## src/rtl/cache_line_arbiter.sv

```systemverilog
// Round-robin arbiter sharing one line-granular memory port between icache and dcache.
// One transaction outstanding; the winner's request is latched, the response is forwarded combinationally.
module cache_line_arbiter #(
  parameter int ADDR_WIDTH = 32,
  parameter int LINE_WIDTH = 256
) (
  input  logic                  clk,
  input  logic                  rst,
  input  logic [ADDR_WIDTH-1:0] i_addr,
  input  logic                  i_read,
  input  logic                  i_write,
  input  logic [LINE_WIDTH-1:0] i_wdata,
  output logic [LINE_WIDTH-1:0] i_rdata,
  output logic                  i_resp,
  input  logic [ADDR_WIDTH-1:0] d_addr,
  input  logic                  d_read,
  input  logic                  d_write,
  input  logic [LINE_WIDTH-1:0] d_wdata,
  output logic [LINE_WIDTH-1:0] d_rdata,
  output logic                  d_resp,
  output logic [ADDR_WIDTH-1:0] mem_addr,
  output logic                  mem_read,
  output logic                  mem_write,
  output logic [LINE_WIDTH-1:0] mem_wdata,
  input  logic [LINE_WIDTH-1:0] mem_rdata,
  input  logic                  mem_resp
);

  typedef enum logic {IDLE = 1'b0, BUSY = 1'b1} state_t;

  localparam logic [ADDR_WIDTH-1:0] OFFSET_MASK = ADDR_WIDTH'(5'h1f);

  state_t                state_q, state_d;
  logic                  owner_q, owner_d;  // 1 = dcache
  logic                  last_q, last_d;
  logic [ADDR_WIDTH-1:0] addr_q, addr_d;
  logic                  read_q, read_d;
  logic                  write_q, write_d;
  logic [LINE_WIDTH-1:0] wdata_q, wdata_d;
  logic                  i_pend_s, d_pend_s, win_s, done_s;

  assign i_pend_s = i_read | i_write;
  assign d_pend_s = d_read | d_write;

  // Winner selection: a tie goes to whoever was not granted last.
  always_comb begin
    win_s = 1'b0;
    if (i_pend_s && d_pend_s) begin
      win_s = ~last_q;
    end else if (d_pend_s) begin
      win_s = 1'b1;
    end else begin
      win_s = 1'b0;
    end
  end

  // Next-state and latch logic; read+write together is demoted to a write.
  always_comb begin
    state_d = state_q;
    owner_d = owner_q;
    last_d  = last_q;
    addr_d  = addr_q;
    read_d  = read_q;
    write_d = write_q;
    wdata_d = wdata_q;
    case (state_q)
      IDLE: begin
        if (i_pend_s || d_pend_s) begin
          state_d = BUSY;
          owner_d = win_s;
          last_d  = win_s;
          addr_d  = (win_s ? d_addr : i_addr) & ~OFFSET_MASK;
          write_d = win_s ? d_write : i_write;
          read_d  = (win_s ? d_read : i_read) & ~write_d;
          wdata_d = win_s ? d_wdata : i_wdata;
        end else begin
          state_d = IDLE;
        end
      end
      BUSY: begin
        if (mem_resp) begin
          state_d = IDLE;
          read_d  = 1'b0;
          write_d = 1'b0;
        end else begin
          state_d = BUSY;
        end
      end
      default: begin
        state_d = IDLE;
        read_d  = 1'b0;
        write_d = 1'b0;
      end
    endcase
  end

  // State and latched request registers; reset leaves dcache as last grant.
  always_ff @(posedge clk or negedge rst) begin
    if (!rst) begin
      state_q <= IDLE;
      owner_q <= 1'b0;
      last_q  <= 1'b1;
      addr_q  <= '0;
      read_q  <= 1'b0;
      write_q <= 1'b0;
      wdata_q <= '0;
    end else begin
      state_q <= state_d;
      owner_q <= owner_d;
      last_q  <= last_d;
      addr_q  <= addr_d;
      read_q  <= read_d;
      write_q <= write_d;
      wdata_q <= wdata_d;
    end
  end

  assign mem_addr  = addr_q;
  assign mem_read  = read_q;
  assign mem_write = write_q;
  assign mem_wdata = wdata_q;

  assign done_s  = (state_q == BUSY) && mem_resp;
  assign i_resp  = done_s & ~owner_q;
  assign d_resp  = done_s & owner_q;
  assign i_rdata = i_resp ? mem_rdata : '0;
  assign d_rdata = d_resp ? mem_rdata : '0;

  cache_line_arbiter_chk u_chk (
    .clk       (clk),
    .rst       (rst),
    .i_read    (i_read),
    .i_write   (i_write),
    .d_read    (d_read),
    .d_write   (d_write),
    .mem_read  (mem_read),
    .mem_write (mem_write),
    .i_resp    (i_resp),
    .d_resp    (d_resp)
  );

endmodule

// Protocol checker: illegal read+write requests and exclusivity of strobes and responses.
module cache_line_arbiter_chk (
  input logic clk,
  input logic rst,
  input logic i_read,
  input logic i_write,
  input logic d_read,
  input logic d_write,
  input logic mem_read,
  input logic mem_write,
  input logic i_resp,
  input logic d_resp
);
  a_i_rw:   assert property (@(posedge clk) disable iff (!rst) !(i_read && i_write));
  a_d_rw:   assert property (@(posedge clk) disable iff (!rst) !(d_read && d_write));
  a_mem_rw: assert property (@(posedge clk) disable iff (!rst) !(mem_read && mem_write));
  a_resp:   assert property (@(posedge clk) disable iff (!rst) !(i_resp && d_resp));
endmodule

```

## config.mk

```make
export PLATFORM = sky130hd
export DESIGN_NAME = cache_line_arbiter
export DESIGN_NICKNAME = d
export VERILOG_FILES = /design/src/rtl/cache_line_arbiter.sv
export SDC_FILE = /design/constraint.sdc
export NUM_CORES = 1
export LEC_CHECK = 0
export BUFFER_PORTS_ARGS = -buffer_cell sky130_fd_sc_hd__buf_2
export CORE_AREA = 2 2 635 637
export CTS_BUF_LIST = sky130_fd_sc_hd__clkbuf_8
export DETAILED_ROUTE_END_ITERATION = 12
export DIE_AREA = 0 0 637 639
export GPL_TIMING_DRIVEN = 0
export HOLD_SLACK_MARGIN = 0.1
export PLACE_DENSITY_LB_ADDON = 0.08
export SLEW_MARGIN = 15
export SYNTH_ARGS = -nofsm -noshare
export SYNTH_HDL_FRONTEND = slang
export SYNTH_SLANG_ARGS = --single-unit
```

## constraint.sdc

```tcl
create_clock -name clk -period 1.9 [get_ports clk]
set_input_delay 0.38 -clock clk [delete_from_list [all_inputs] [get_ports clk]]
set_output_delay 0.38 -clock clk [all_outputs]
set_load 0.005 [all_outputs]
```

==> out/results.md <==
- count of antenna-violating nets left after detailed routing: 0
- final core utilization: 0.116
- Peak VDD IR: 541 uV
- Syn Std Cell Area: 18100 um2
- total number of clock tree sinks: 288
- instance count of the mapped netlist: 1952
- die outline area: 407000 um2
- total length of routed wires: 278000 um
- number of port buffers: 1627
- number of detailed-route iterations in the first pass: 5
- share of the cycle needed by the critical path after routing: 1.45
- Net count, final: 5168
- Top Ports: 1643
- antenna violations before repair: 162
- result of the run: finished with violations
- drt first-iter violations: 1250
- clock tree from TritonCTS: done
- worst slew margin relative to its limit: 0.485
- unique cell type count in the Yosys netlist: 26
- Sequential Area: 7210 um2
- met1 routed wirelength after detailed routing: 88000 um
- RSZ-0062 raised after global routing: true
- largest net degree at the start of global routing: 69
- average via count per standard cell: 2.84
- Die Span X: 637 um
- CORE AREA: 401000 um2
- Max Fclk: 362 MHz
- top layer reached by signal wires: met5
- clock root buffer: sky130_fd_sc_hd__clkbuf_8
- clock tree skew after final layout: 0.0721 ns
- routed wire length on met2: 161000 um
- setup-violating endpoint count in the final report: 550
- Seq cells post-synth: 288
- Worst Path Arrival: 2.38 ns
- number of global-route vias before repair: 29900
- grt total ovfl: 0
- Maximum Capacitance Violations: 0
- fill count: 46600
- smallest setup slack after layout: -0.864 ns
- hold-critical path depth: 4
- class of the tightest hold or removal check: in2reg
- violations in the final reports: negative setup slack
- synthesized area divided by synthesized cell count: 9.25 um2
- clock transition time at the flip-flop clock pins of the worst setup and hold paths: 0.07 ns
- std cell rows: 233
- wire length of the first global-routing pass: 340000 um
- Syn-to-layout area delta: 158%
- portion of the post-synthesis area used by sequential elements: 0.399
- leakage power figure: 19.6 nW
- R2R cell count: 6
- Setup crit end kind: primary output
- combined global-route utilization of all metal layers: 0.129
- fraction of final layout cells with drive strength greater than 1: 0.554
- per-cell routed wire length: 28.5 um
- Power Total: 0.0329 W
- min cycle time layout: 2.76 ns
- required time worst endpoint: 1.52 ns
- number of buffers created by CTS: 76
- endpoints failing hold: 0
- crit path kind: reg2out
- routed via count: 27700
- maximum root-to-sink buffer count: 3
- number of H-tree levels: 3
- area of combinational cells with multiple inputs: 11100 um2
- largest fanout on the critical path: 10
- Pins Over Slew Limit: 0
- Worst-Skew Late Latency: 0.83 ns
- slew at the pin closest to its max-slew limit: 0.772 ns
- startpoint class of the critical path: flip-flop
- TNS Setup: -381.31 ns
- number of warnings printed during yosys synthesis: 0
- initial core utilization: 0.0451
- Die H: 639 um
- remaining design rule violation count: 0
- areal power density over the cells: 707 nW/um2
- gpl congestion: 0.973
- routed length on met3: 16200 um
- detailed placement HPWL: 237000 um
## cells by family (layout without fill, tap and decap cells)
kind of cell	count (synthesis)	count (layout)	synth area share
other	1	83	0.000208
buffers and inverters	281	2700	0.0622
and+or+nand+nor	524	524	0.182
AOI/OAI and AO/OA	857	857	0.356
DFF	288	288	0.399
muxes	1	1	0.000554
## per-stage QoR
stage | cells | cell area, um2 | setup slack [ns] | hold slack (ns)
2_1_floorplan | 1956 | 18100 | 0.233 | 0.0844
3_3_place_gp | 8870 | 32800 | -8.41 | 0.491
3_5_place_dp | 8887 | 33300 | -1.71 | 0.274
4_1_cts | 9624 | 42700 | -1.14 | 0.169
5_1_grt | 9722 | 46500 | -1.09 | 0.257
6_report | 9740 | 46600 | -0.864 | 0.367
## sequential cells by signal, summed over array words and instances (netlist names)
register and cells:
last_q 1, state_q 1, mem_addr 27, owner_q 1
mem_wdata 256, mem_write 1, mem_read 1
## worst max-delay path, stage by stage (launching register included)
cell and delay (ns):
sky130_fd_sc_hd__dfrtp_1 0.38, sky130_fd_sc_hd__nand2_2 0.09, sky130_fd_sc_hd__nor2_4 0.10, sky130_fd_sc_hd__buf_12 0.18
sky130_fd_sc_hd__buf_4 0.17, sky130_fd_sc_hd__buf_12 0.13, sky130_fd_sc_hd__clkbuf_16 0.19, sky130_fd_sc_hd__and2_1 0.18
sky130_fd_sc_hd__buf_2 0.12
## layout by cell type, fill, tap and decap left out, drive strengths merged
cell type | synthesis | final
buf | 64 | 1828
dlygate4sd3 | 0 | 573
and2 | 512 | 512
dfrtp | 287 | 287
o21ai | 284 | 284
a2bb2oi | 283 | 283
a311oi | 283 | 283
clkbuf | 217 | 265
diode | 0 | 78
inv | 0 | 22
clkinv | 0 | 10
conb | 1 | 5
nor2 | 3 | 3
or2 | 2 | 2
a21o | 2 | 2
a211oi | 2 | 2
nand2 | 2 | 2
and3 | 1 | 1
nor4 | 1 | 1
mux2i | 1 | 1
o21a | 1 | 1
nor3 | 1 | 1
o21bai | 1 | 1
nand2b | 1 | 1
nor4bb | 1 | 1
a311o | 1 | 1
bufinv | 0 | 1
clkinvlp | 0 | 1
dfstp | 1 | 1
## worst paths after layout
check	slack [ns]	startpoint	endpoint
min reg2reg	0.53	mem_wdata[168]	mem_wdata[168]
max	-0.86	state_q	i_rdata[135]
min	0.37	i_wdata[215]	mem_wdata[215]
max in group asynchronous	-0.01	rst	last_q
max reg2reg	-0.17	last_q	mem_wdata[70]
min in group asynchronous	0.72	rst	mem_wdata[122]
## report_power, final
| part | total, W | switching (W) | internal (W) |
|---|---|---|---|
| Combinational | 0.0155 | 0.00832 | 0.00719 |
| Clock | 0.00881 | 0.00435 | 0.00446 |
| Sequential | 0.00861 | 0.00107 | 0.00754 |
| Total | 0.0329 | 0.0137 | 0.0192 |
## cells in the mapped netlist
cell / instances / area (um2)
sky130_fd_sc_hd__a311oi_1: 283 / 2480
sky130_fd_sc_hd__o21bai_1: 1 / 7.51
sky130_fd_sc_hd__buf_1: 19 / 71.3
sky130_fd_sc_hd__a311o_1: 1 / 10.0
sky130_fd_sc_hd__conb_1: 1 / 3.75
sky130_fd_sc_hd__nor2_1: 3 / 11.3
sky130_fd_sc_hd__o21a_1: 1 / 7.51
sky130_fd_sc_hd__nor4_4: 1 / 21.3
sky130_fd_sc_hd__a2bb2oi_1: 283 / 2480
sky130_fd_sc_hd__buf_2: 40 / 200
sky130_fd_sc_hd__clkbuf_1: 217 / 815
sky130_fd_sc_hd__dfstp_2: 1 / 26.3
sky130_fd_sc_hd__buf_4: 5 / 37.5
sky130_fd_sc_hd__o21ai_1: 1 / 5.00
sky130_fd_sc_hd__a211oi_1: 2 / 15.0
sky130_fd_sc_hd__and2_1: 512 / 3200
sky130_fd_sc_hd__a21o_1: 2 / 15.0
sky130_fd_sc_hd__nor4bb_1: 1 / 10.0
sky130_fd_sc_hd__mux2i_1: 1 / 10.0
sky130_fd_sc_hd__and3_1: 1 / 6.26
sky130_fd_sc_hd__dfrtp_1: 287 / 7180
sky130_fd_sc_hd__nand2_1: 2 / 7.51
sky130_fd_sc_hd__nor3_1: 1 / 5.00
sky130_fd_sc_hd__nand2b_1: 1 / 6.26
sky130_fd_sc_hd__o21ai_0: 283 / 1420
sky130_fd_sc_hd__or2_2: 2 / 12.5
## routing by layer
metal,vias up,track usage
met5,-,0
met4,66,0.0505
met3,408,0.0332
met2,1216,0.266
met1,13700,0.118
li1,12300,-
## repair_timing
item | in CTS | in global routing
pin swaps | 47 | 135
gates cloned | 19 | 19
hold endpoints to repair | 436 | 0
gates resized for setup | 458 | 1065
endpoints found under the setup margin | 897 | 868
hold buffers | 574 | 0
buffers inserted | 21 | 28
## layout make-up
type	instances	area share
Timing Repair Buffer	2300	0.382
Multi-Input combinational cell	1387	0.238
Sequential cell	288	0.155
Tap cell	5287	0.142
Buffer	276	0.0479
Clock buffer	90	0.0266
Clock inverter	34	0.00519
Antenna cell	78	0.00419
No activity file was read; power rests on OpenSTA's default activity.
